`src/rtl/key_report.sv`:
```
// key_report: turns button presses into short ASCII report messages
// ("B<idx>=<switches>\r\n") written one character at a time to a UART
// transmitter over a Wishbone classic master port.
//
// state | meaning
// ------+--------------------------------------------------------------
// IDLE  | waiting for a queued event; pops the FIFO head when non-empty
// LOAD  | popped entry is held; character index cleared
// WRITE | cyc/stb/we high with the current character until ack_i
// GAP   | one idle bus cycle between characters; advance or finish
module key_report #(
  parameter int NUM_BUTTONS = 4,
  parameter int SW_WIDTH    = 4,
  parameter int FIFO_DEPTH  = 4,
  parameter int APPEND_CRLF = 1
) (
  input  logic                   clk_i,
  input  logic                   rst_ni,
  input  logic [NUM_BUTTONS-1:0] buttons_i,
  input  logic [SW_WIDTH-1:0]    switches_i,
  output logic                   cyc_o,
  output logic                   stb_o,
  output logic                   we_o,
  output logic [7:0]             dat_o,
  input  logic                   ack_i,
  output logic                   busy_o,
  output logic                   overflow_o
);

  localparam int HEXD    = (SW_WIDTH + 3) / 4;
  localparam int SW_PAD  = HEXD * 4;
  localparam int ENT_W   = 4 + SW_WIDTH;
  localparam int PTR_W   = $clog2(FIFO_DEPTH);
  localparam int CNT_W   = PTR_W + 1;
  localparam int IDX_W   = 4;
  // Characters in a message without the optional '!' prefix.
  localparam int MSG_LEN = 3 + HEXD + ((APPEND_CRLF != 0) ? 2 : 0);

  typedef enum logic [1:0] {IDLE, LOAD, WRITE, GAP} state_t;

  logic [NUM_BUTTONS-1:0] btn_q, btn_d;
  logic [NUM_BUTTONS-1:0] rise;
  logic                   evt_valid;
  logic [3:0]             evt_idx;

  logic [ENT_W-1:0] mem_q [FIFO_DEPTH];
  logic [ENT_W-1:0] mem_d [FIFO_DEPTH];
  logic [PTR_W-1:0] wr_ptr_q, wr_ptr_d;
  logic [PTR_W-1:0] rd_ptr_q, rd_ptr_d;
  logic [CNT_W-1:0] count_q, count_d;
  logic             ovf_q, ovf_d;
  logic             fifo_full, fifo_empty;
  logic             push, pop, drop;

  state_t           state_q, state_d;
  logic [IDX_W-1:0] char_idx_q, char_idx_d;
  logic [ENT_W-1:0] cur_q, cur_d;
  logic             bang_q, bang_d;
  logic [IDX_W-1:0] last_idx;
  logic [IDX_W-1:0] char_pos;
  logic [SW_PAD-1:0] sw_pad, sw_shift;
  logic [7:0]       cur_char;

  function automatic logic [7:0] hex_char(input logic [3:0] nib);
    return (nib < 4'd10) ? (8'h30 + {4'h0, nib}) : (8'h37 + {4'h0, nib});
  endfunction

  // Rising-edge detect with lowest-index priority; other simultaneous edges are discarded.
  always_comb begin
    btn_d     = buttons_i;
    rise      = buttons_i & ~btn_q;
    evt_valid = 1'b0;
    evt_idx   = 4'h0;
    for (int i = NUM_BUTTONS - 1; i >= 0; i--) begin
      if (rise[i]) begin
        evt_valid = 1'b1;
        evt_idx   = 4'(i);
      end
    end
  end

  assign fifo_full  = (count_q == CNT_W'(FIFO_DEPTH));
  assign fifo_empty = (count_q == '0);
  assign pop        = (state_q == IDLE) && !fifo_empty;
  // A pop in the same cycle frees the slot, so a push on full is still accepted.
  assign push       = evt_valid && (!fifo_full || pop);
  assign drop       = evt_valid && fifo_full && !pop;

  // Circular FIFO bookkeeping and sticky overflow flag.
  always_comb begin
    mem_d = mem_q;
    if (push) begin
      mem_d[wr_ptr_q] = {evt_idx, switches_i};
    end
    wr_ptr_d = push ? (wr_ptr_q + PTR_W'(1)) : wr_ptr_q;
    rd_ptr_d = pop  ? (rd_ptr_q + PTR_W'(1)) : rd_ptr_q;
    unique case ({push, pop})
      2'b10:   count_d = count_q + CNT_W'(1);
      2'b01:   count_d = count_q - CNT_W'(1);
      default: count_d = count_q;
    endcase
    if (drop) begin
      ovf_d = 1'b1;
    end else if (pop) begin
      ovf_d = 1'b0;
    end else begin
      ovf_d = ovf_q;
    end
  end

  // Character generator: maps the character index of the held entry to ASCII.
  always_comb begin
    char_pos = char_idx_q - IDX_W'(bang_q);
    sw_pad   = SW_PAD'(cur_q[SW_WIDTH-1:0]);
    sw_shift = '0;
    cur_char = 8'h00;
    if (bang_q && (char_idx_q == '0)) begin
      cur_char = 8'h21;
    end else if (char_pos == 4'd0) begin
      cur_char = 8'h42;
    end else if (char_pos == 4'd1) begin
      cur_char = hex_char(cur_q[ENT_W-1 -: 4]);
    end else if (char_pos == 4'd2) begin
      cur_char = 8'h3D;
    end else if (char_pos < IDX_W'(3 + HEXD)) begin
      // Most significant digit first; digit k sits at nibble (HEXD+2-pos).
      sw_shift = sw_pad >> (4 * (IDX_W'(HEXD + 2) - char_pos));
      cur_char = hex_char(sw_shift[3:0]);
    end else if (char_pos == IDX_W'(3 + HEXD)) begin
      cur_char = 8'h0D;
    end else begin
      cur_char = 8'h0A;
    end
  end

  assign last_idx = IDX_W'(MSG_LEN - 1) + IDX_W'(bang_q);

  // FSM next-state and Wishbone outputs. The FIFO head is captured on the
  // pop edge so LOAD only has to clear the character index.
  always_comb begin
    state_d    = state_q;
    char_idx_d = char_idx_q;
    cur_d      = cur_q;
    bang_d     = bang_q;
    cyc_o      = 1'b0;
    stb_o      = 1'b0;
    we_o       = 1'b0;
    dat_o      = 8'h00;
    unique case (state_q)
      IDLE: begin
        if (pop) begin
          cur_d   = mem_q[rd_ptr_q];
          bang_d  = ovf_q;
          state_d = LOAD;
        end
      end
      LOAD: begin
        char_idx_d = '0;
        state_d    = WRITE;
      end
      WRITE: begin
        cyc_o = 1'b1;
        stb_o = 1'b1;
        we_o  = 1'b1;
        dat_o = cur_char;
        if (ack_i) begin
          state_d = GAP;
        end
      end
      GAP: begin
        if (char_idx_q == last_idx) begin
          state_d = IDLE;
        end else begin
          char_idx_d = char_idx_q + IDX_W'(1);
          state_d    = WRITE;
        end
      end
      default: state_d = IDLE;
    endcase
  end

  assign busy_o     = !fifo_empty || (state_q != IDLE);
  assign overflow_o = ovf_q;

  // State registers; button history resets to ones so held buttons raise no event.
  always_ff @(posedge clk_i or negedge rst_ni) begin
    if (!rst_ni) begin
      btn_q      <= '1;
      for (int i = 0; i < FIFO_DEPTH; i++) begin
        mem_q[i] <= '0;
      end
      wr_ptr_q   <= '0;
      rd_ptr_q   <= '0;
      count_q    <= '0;
      ovf_q      <= 1'b0;
      state_q    <= IDLE;
      char_idx_q <= '0;
      cur_q      <= '0;
      bang_q     <= 1'b0;
    end else begin
      btn_q      <= btn_d;
      mem_q      <= mem_d;
      wr_ptr_q   <= wr_ptr_d;
      rd_ptr_q   <= rd_ptr_d;
      count_q    <= count_d;
      ovf_q      <= ovf_d;
      state_q    <= state_d;
      char_idx_q <= char_idx_d;
      cur_q      <= cur_d;
      bang_q     <= bang_d;
    end
  end

endmodule

```
`config.mk`:
```
export PLATFORM = sky130hd
export DESIGN_NAME = key_report
export DESIGN_NICKNAME = d
export VERILOG_FILES = /design/src/rtl/key_report.sv
export SDC_FILE = /design/constraint.sdc
export NUM_CORES = 1
export LEC_CHECK = 0
export ABC_CLOCK_PERIOD_IN_PS = 3200
export BUFFER_PORTS_ARGS = -buffer_cell sky130_fd_sc_hd__buf_2
export CAP_MARGIN = 20
export CORE_UTILIZATION = 40
export CTS_CLUSTER_DIAMETER = 200
export DETAILED_ROUTE_END_ITERATION = 8
export GPL_TIMING_DRIVEN = 0
export HOLD_SLACK_MARGIN = 0.15
export SLEW_MARGIN = 0
export SYNTH_ARGS = -nofsm -noshare
export SYNTH_HDL_FRONTEND = slang
export SYNTH_SLANG_ARGS = --single-unit
```
`constraint.sdc`:
```
create_clock -name clk_i -period 3.2 [get_ports clk_i]
set_clock_uncertainty 0.2 [all_clocks]
set_input_delay 0.32 -clock clk_i [delete_from_list [all_inputs] [get_ports clk_i]]
set_output_delay 0.32 -clock clk_i [all_outputs]
set_load 0.02 [all_outputs]
```
==> out/results.ini, run 1 <==
[timing]
finalHoldViolations = 0
period_minus_slack_ps = 3060
min_period_over_period_pct = 95.6
setup_slack_ps = 142
drv_slew = 0
fmax_ghz = 0.327
setup_viol = 0
rsz0062_at_grt = true

[cells_and_area]
stdcell_area_um2 = 3240
mostFrequentLayoutCell = dfrtp_1
nets = 295
syn_to_final_growth_pct = 21.7
layout_common_cells = dfrtp_1 (43), mux2_2 (25), buf_2 (23)
n_antenna_cell = 0
layout-drive-gt1-share_pct = 36.9
post-route-util_pct = 50.7
finalNonFillerCells = 351

[power]
ir_worst_vdd_uv = 858
swShare_pct = 39.4
total_power_mw = 3.80
p_leak_nw = 1.47
internal_power_mw = 2.30
pwr-share-comb_pct = 57.1
pwr-share-seq_pct = 29.3
p_sw_mw = 1.50
power_density_nw_per_um2 = 1170
clockPowerShare_pct = 13.7

[clock_network]
cts_buffers = 5
cts_sinks = 49
root_buffer = clkbuf_8
cts_tree = done
cts_max_level = 2
clock_latency_ps = 300
clk_pin_slew_ps = 90
cts_max_path_buffers = 2

[floorplan]
die_area_um2 = 6980
io_pins = 24
die_h_um = 83.6
start_util_pct = 41.7
core_um2 = 6390
fp.dieW_um = 83.6
rows = 29

[setup_path]
crit_path_cell_trace = ha_4 -> ha_4 -> o31ai_4 -> and2_4 -> nand2_2 -> ha_4 -> nand2_1 -> nand3_1 -> a22o_1 -> a21oi_2 -> buf_4
slowest_delay_ps = 450
critPathBufInv = 1
crit_type = reg2out
cp_slowest_cell = dfrtp_2
worst_setup_path_end_kind = primary output
critPathLaunchType = flip-flop
cp_max_fo = 4
path_delay_family = compound AO/OA/AOI/OAI gates
crit_required_ps = 2680
cp.arrival_ps = 2540
crit_top_cell = ha_4

[logic_synthesis]
synth_ff_type = dfrtp_1
synth_top_area_share_pct = 42.3
ys_seq_area_share_pct = 46.3
synth_edf_count = 0
synth_cell_type_count = 44
async_reset_ff_share_pct = 100
synth_area_um2 = 2660
synthTopCellsByArea = dfrtp_1 (42%), mux2_2 (11%), mux4_2 (5.1%)
avgSynthCellArea_um2 = 11.5
ys_warn_count = 0
synth_cells = 231
synth.largest_area_cell = dfrtp_1
syn_nets = 253
yosys_register_bits = 49

[route]
via_per_inst = 5.03
drc = 0
vias = 1766
drt_wl_total_mm = 4.60
first_iter_violations = 27
dr.pass1.iters = 4
ant_nets = 0
post_drt_wl_per_cell_um = 13.1

[grt]
grt.overflow.total = 0
grt_max_degree = 50
grt_pass1_wl_mm = 7.89
grt_antenna_before_repair = 0
grt_use_total_pct = 14.1
grt_pass1_vias = 1746

[placed_design]
hpwl_mm = 3.24
dp.cells = 330
io_buffers = 22
place.gp.congestion = 0.766
place_area_um2 = 2870
dp_slack_ps = -147

[flow_run]
cap_violations = 0

[status]
status = finished clean

[worst_hold_path]
min_path_type = in2async

## through the flow
step	hold slack, ps	TNS [ps]
5_1_grt	268	-19.3
2_1_floorplan	-176	0
3_3_place_gp	235	-337
3_5_place_dp	238	-367
6_report	263	0
4_1_cts	301	0
## final cells by class
type	instances	area, µm²
fillers	596	3150
multi-input cells	160	1410
flip-flops and latches	49	1230
repair buffers	37	265
well taps	77	96.3
clock buffers	5	68.8
clock inverters	3	68.8
plain buffers	8	52.6
inverters	12	45.0
## synthesized netlist by cell type (3+ instances only)
library cell and instances:
a21oi_1 10, buf_2 3, buf_4 3, dfrtp_1 45, dfstp_2 4, ha_1 10
inv_1 12, mux2_1 4, mux2_2 25, mux4_2 6, nand2_1 23, nand2_4 4
nand3_1 5, nor2_1 12, nor2b_1 5, nor3_1 3, o21ai_0 10, xnor2_1 7
xor2_1 6
## cell families after synthesis
group / count (synthesis) / synth area share [%]
DFF: 49 / 46.3
other: 1 / 0.141
muxes: 37 / 18.5
buffers and inverters: 22 / 3.95
and+or+nand+nor: 67 / 13.5
xor gates and xnor gates: 13 / 4.28
adders and majority gates: 11 / 5.46
AOI/OAI and AO/OA: 31 / 7.86
## power groups by stage
| stage | clock, mW | sequential [mW] | combinational, mW |
|---|---|---|---|
| finish | 0.520 | 1.11 | 2.17 |
| global route | 0.560 | 1.16 | 2.42 |
| CTS | 0.536 | 1.10 | 2.06 |
| detailed placement | 0 | 1.12 | 1.93 |
| global placement | 0 | 1.11 | 1.90 |
| floorplan | 0 | 1.07 | 1.55 |
## final timing paths
check | from | end | slack (ps) | cells past startpoint
min in group clk_i | mem_q[13]$_DFFE_PN0P_ | mem_q[13]$_DFFE_PN0P_ | 300 | 1
max in group asynchronous | rst_ni | btn_q[2]$_DFF_PN1_ | 1960 | 3
setup / recovery | bang_q$_DFFE_PN0P_ | dat_o[1] | 140 | 11
hold reg to reg | mem_q[13]$_DFFE_PN0P_ | mem_q[13]$_DFFE_PN0P_ | 300 | 1
hold / removal | rst_ni | mem_q[26]$_DFFE_PN0P_ | 260 | 2
setup reg to reg | state_q[1]$_DFFE_PN0P_ | count_q[2]$_DFFE_PN0P_ | 650 | 9
## state kept, by name, indices dropped and copies added, names as in the netlist
| signal | flops |
|---|---|
| overflow_o | 1 |
| state_q | 2 |
| wr_ptr_q | 2 |
| bang_q | 1 |
| char_idx_q | 4 |
| count_q | 3 |
| mem_q | 24 |
| btn_q | 4 |
| rd_ptr_q | 2 |
| cur_q | 6 |
## per-layer routing
| layer | wire [µm] | up-vias | GRT usage [%] |
|---|---|---|---|
| li1 | - | 881 | - |
| met3 | 119 | 7 | 3.07 |
| met5 | 0 | - | 0 |
| met4 | 65 | 0 | 4.47 |
| met2 | 2200 | 25 | 23.0 |
| met1 | 2220 | 853 | 18.9 |
## timing repair
action,4_1_cts,5_1_grt
gates resized for setup,10,12
endpoints found under the hold margin,66,0
pin swaps,2,6
hold buffers,10,0
setup endpoints to repair,4,4
setup buffers,2,2
cloned,0,0
Note: power is estimated with default switching activity, not from simulation.
==> run 2: changes to the inputs <==
- ABC_CLOCK_PERIOD_IN_PS: 3200 -> 4000
- clock period: 3.2 -> 4 ns (I/O delays scaled with it)
==> run 2 against run 1 <==
Final area shrank 4.5%. Via count down 2.1%. Count of clock-buffer cells in the layout unchanged. Routed wire length decreased by 2.0%. Utilization decreased by 2.3 points. Largest power group unchanged.
==> out/results.ini, run 2 (synthesis results as in run 1) <==
[status]
status = finished clean

[power]
swShare_pct = 40.1  ; +0.75 points
p_sw_mw = 1.14  ; -24%
pwr-share-seq_pct = 31.0  ; +1.7 points
p_leak_nw = 1.42  ; -3.4%
ir_worst_vdd_uv = 652  ; -24%
pwr-share-comb_pct = 54.4  ; -2.7 points
power_density_nw_per_um2 = 922  ; -21%
internal_power_mw = 1.71  ; -26%
clockPowerShare_pct = 14.6  ; +0.9 points

[floorplan]
rows = 29  ; unchanged
fp.dieW_um = 83.6  ; unchanged
io_pins = 24  ; unchanged
die_area_um2 = 6980  ; unchanged
core_um2 = 6390  ; unchanged
start_util_pct = 41.7  ; unchanged
die_h_um = 83.6  ; unchanged

[clock_network]
cts_max_path_buffers = 2  ; unchanged
cts_tree = done
clk_pin_slew_ps = 90  ; about the same
root_buffer = clkbuf_8
postCtsSetupRepairBufs = 0  ; -2
clock_latency_ps = 300  ; about the same
cts_max_level = 2  ; unchanged
cts_sinks = 49  ; unchanged
cts_buffers = 5  ; unchanged

[placed_design]
io_buffers = 22  ; unchanged
dp_slack_ps = 573  ; +720 ps
place.gp.congestion = 0.766  ; unchanged
hpwl_mm = 3.24  ; unchanged

[cells_and_area]
largest_reg_flops = 24  ; unchanged
reg_top3 = mem_q (24), cur_q (6)
syn_to_final_growth_pct = 16.3
layout-drive-gt1-share_pct = 31.0  ; -5.9 points
fill_cells = 612  ; +2.7%
nets = 289  ; -2.0%
mostFrequentLayoutCell = dfrtp_1
layout_common_cells = dfrtp_1 (45), buf_2 (25), mux2_2 (25)
largest_register = mem_q
n_antenna_cell = 0  ; unchanged

[worst_hold_path]
min_path_type = in2reg
hp-start = switches_i[2]

[setup_path]
reg2reg_slack_ps = 1450  ; +800 ps
crit_path_cell_trace = inv_1 -> ha_1 -> ha_1 -> clkbuf_1 -> nor2_1 -> and2_1 -> nand2_1 -> ha_1 -> nand2_1 -> nand3_1 -> a22o_1 -> a21oi_1 -> buf_2
worstSetupEndpoint = dat_o[1]
r2r-start = state_q[1]$_DFFE_PN0P_
crit_type = reg2out
cp.arrival_ps = 3010  ; +470 ps
crit_top_cell = ha_1
cp_slowest_cell = dfrtp_1
crit_start = char_idx_q[0]$_DFFE_PN0P_
r2r-end = count_q[2]$_DFFE_PN0P_
crit_required_ps = 3400  ; +720 ps
slowest_delay_ps = 420  ; -30 ps
cp_max_fo = 10  ; +6
critPathLaunchType = flip-flop
worst_setup_path_end_kind = primary output
reg2reg_depth = 9  ; unchanged

[route]
post_drt_wl_per_cell_um = 13.1  ; -0.29%
first_iter_violations = 48  ; +78%
vias = 1729  ; -2.1%
drt_wl_total_mm = 4.51  ; -2.0%
ant_nets = 0  ; unchanged
via_per_inst = 5.01  ; -0.39%
drc = 0  ; unchanged
dr.pass1.iters = 4  ; unchanged

[timing]
fin_tns_setup_ps = 0  ; unchanged
finalHoldViolations = 0  ; unchanged
fmax_ghz = 0.277
drv_slew = 0  ; unchanged
min_period_over_period_pct = 90.4
period_minus_slack_ps = 3610
setup_slack_ps = 386  ; +244 ps
setup_viol = 0  ; unchanged
rsz0062_at_grt = false

[grt]
grt_antenna_before_repair = 0  ; unchanged
grt_max_degree = 50  ; unchanged
grt_use_total_pct = 14.0  ; -0.085 points
grt_pass1_vias = 1724  ; -1.3%
grt_pass1_wl_mm = 7.84  ; -0.61%
grt.overflow.total = 0  ; unchanged

[flow_run]
cap_violations = 0  ; unchanged

[run 2: changes by cell type in the layout (fill, tap and decap cells not counted), moves of 3 or more]
cell,previous run,this run
ha_1,7,10
dlygate4sd3_1,10,6
buf_4,9,3
ha_4,3,0
[run 2: cell type report]
| cell class | instances | area [µm²] | area share, % |
|---|---|---|---|
| Inverter | 12 | 45.0 | 1.46 |
| Clock inverter | 3 | 68.8 | 2.22 |
| Multi-Input combinational cell | 160 | 1330 | 43.1 |
| Sequential cell | 49 | 1230 | 39.8 |
| Timing Repair Buffer | 29 | 190 | 6.15 |
| Clock buffer | 5 | 68.8 | 2.22 |
| Tap cell | 77 | 96.3 | 3.11 |
| Buffer | 10 | 60.1 | 1.94 |
[run 2: per-layer routing]
metal  vias to the layer above  GRT usage, %  wire length, µm
li1                        873             -                -
met1                       830          19.0             2240
met2                        21          23.0             2110
met3                         5          2.97              112
met4                         0          3.70               51
met5                         -             0                0
[run 2: what timing repair did]
| item | in CTS | in global routing |
|---|---|---|
| resized for setup | 0 | 1 |
| endpoints found under the setup margin | 0 | 3 |
| hold buffers | 6 | 0 |
| endpoints found under the hold margin | 50 | 0 |
[run 2: worst max-delay path, delay by kind of cell (launching register included)]
kind	cells	cell delay, ps
adders and majority gates	3	790
AOI/OAI and AO/OA	2	350
DFF	1	420
and+or+nand+nor	5	660
buffers and inverters	3	500
[run 2: metrics by stage]
stage | hold slack [ps] | cell area [µm²] | instances | utilization, % | total power, mW
after floorplan | -95.6 | 2660 | 231 | - | 2.09
after global placement | 272 | 2870 | 330 | 44.9 | 2.41
after CTS | 168 | 3060 | 344 | 48.0 | 2.87
final | 180 | 3090 | 345 | 48.4 | 2.85
after global routing | 167 | 3090 | 345 | 48.4 | 3.11
after detailed placement | 280 | 2870 | 330 | 44.9 | 2.44
[run 2: worst min path at each step]
stage / endpoint / slack [ps] / cells past startpoint
global route: mem_q[26]$_DFFE_PN0P_ / 170 / 2
floorplan: bang_q$_DFFE_PN0P_ / -100 / 0
global placement: mem_q[5]$_DFFE_PN0P_ / 270 / 1
detailed placement: mem_q[13]$_DFFE_PN0P_ / 280 / 1
CTS: mem_q[9]$_DFFE_PN0P_ / 170 / 2
finish: mem_q[10]$_DFFE_PN0P_ / 180 / 2
[run 2: power groups by stage]
stage / Clock [mW] / Combinational, mW / Sequential, mW
after floorplan: 0 / 1.24 / 0.852
after global placement: 0 / 1.52 / 0.888
after detailed placement: 0 / 1.54 / 0.897
after CTS: 0.429 / 1.55 / 0.886
after global routing: 0.448 / 1.75 / 0.917
final: 0.416 / 1.55 / 0.883
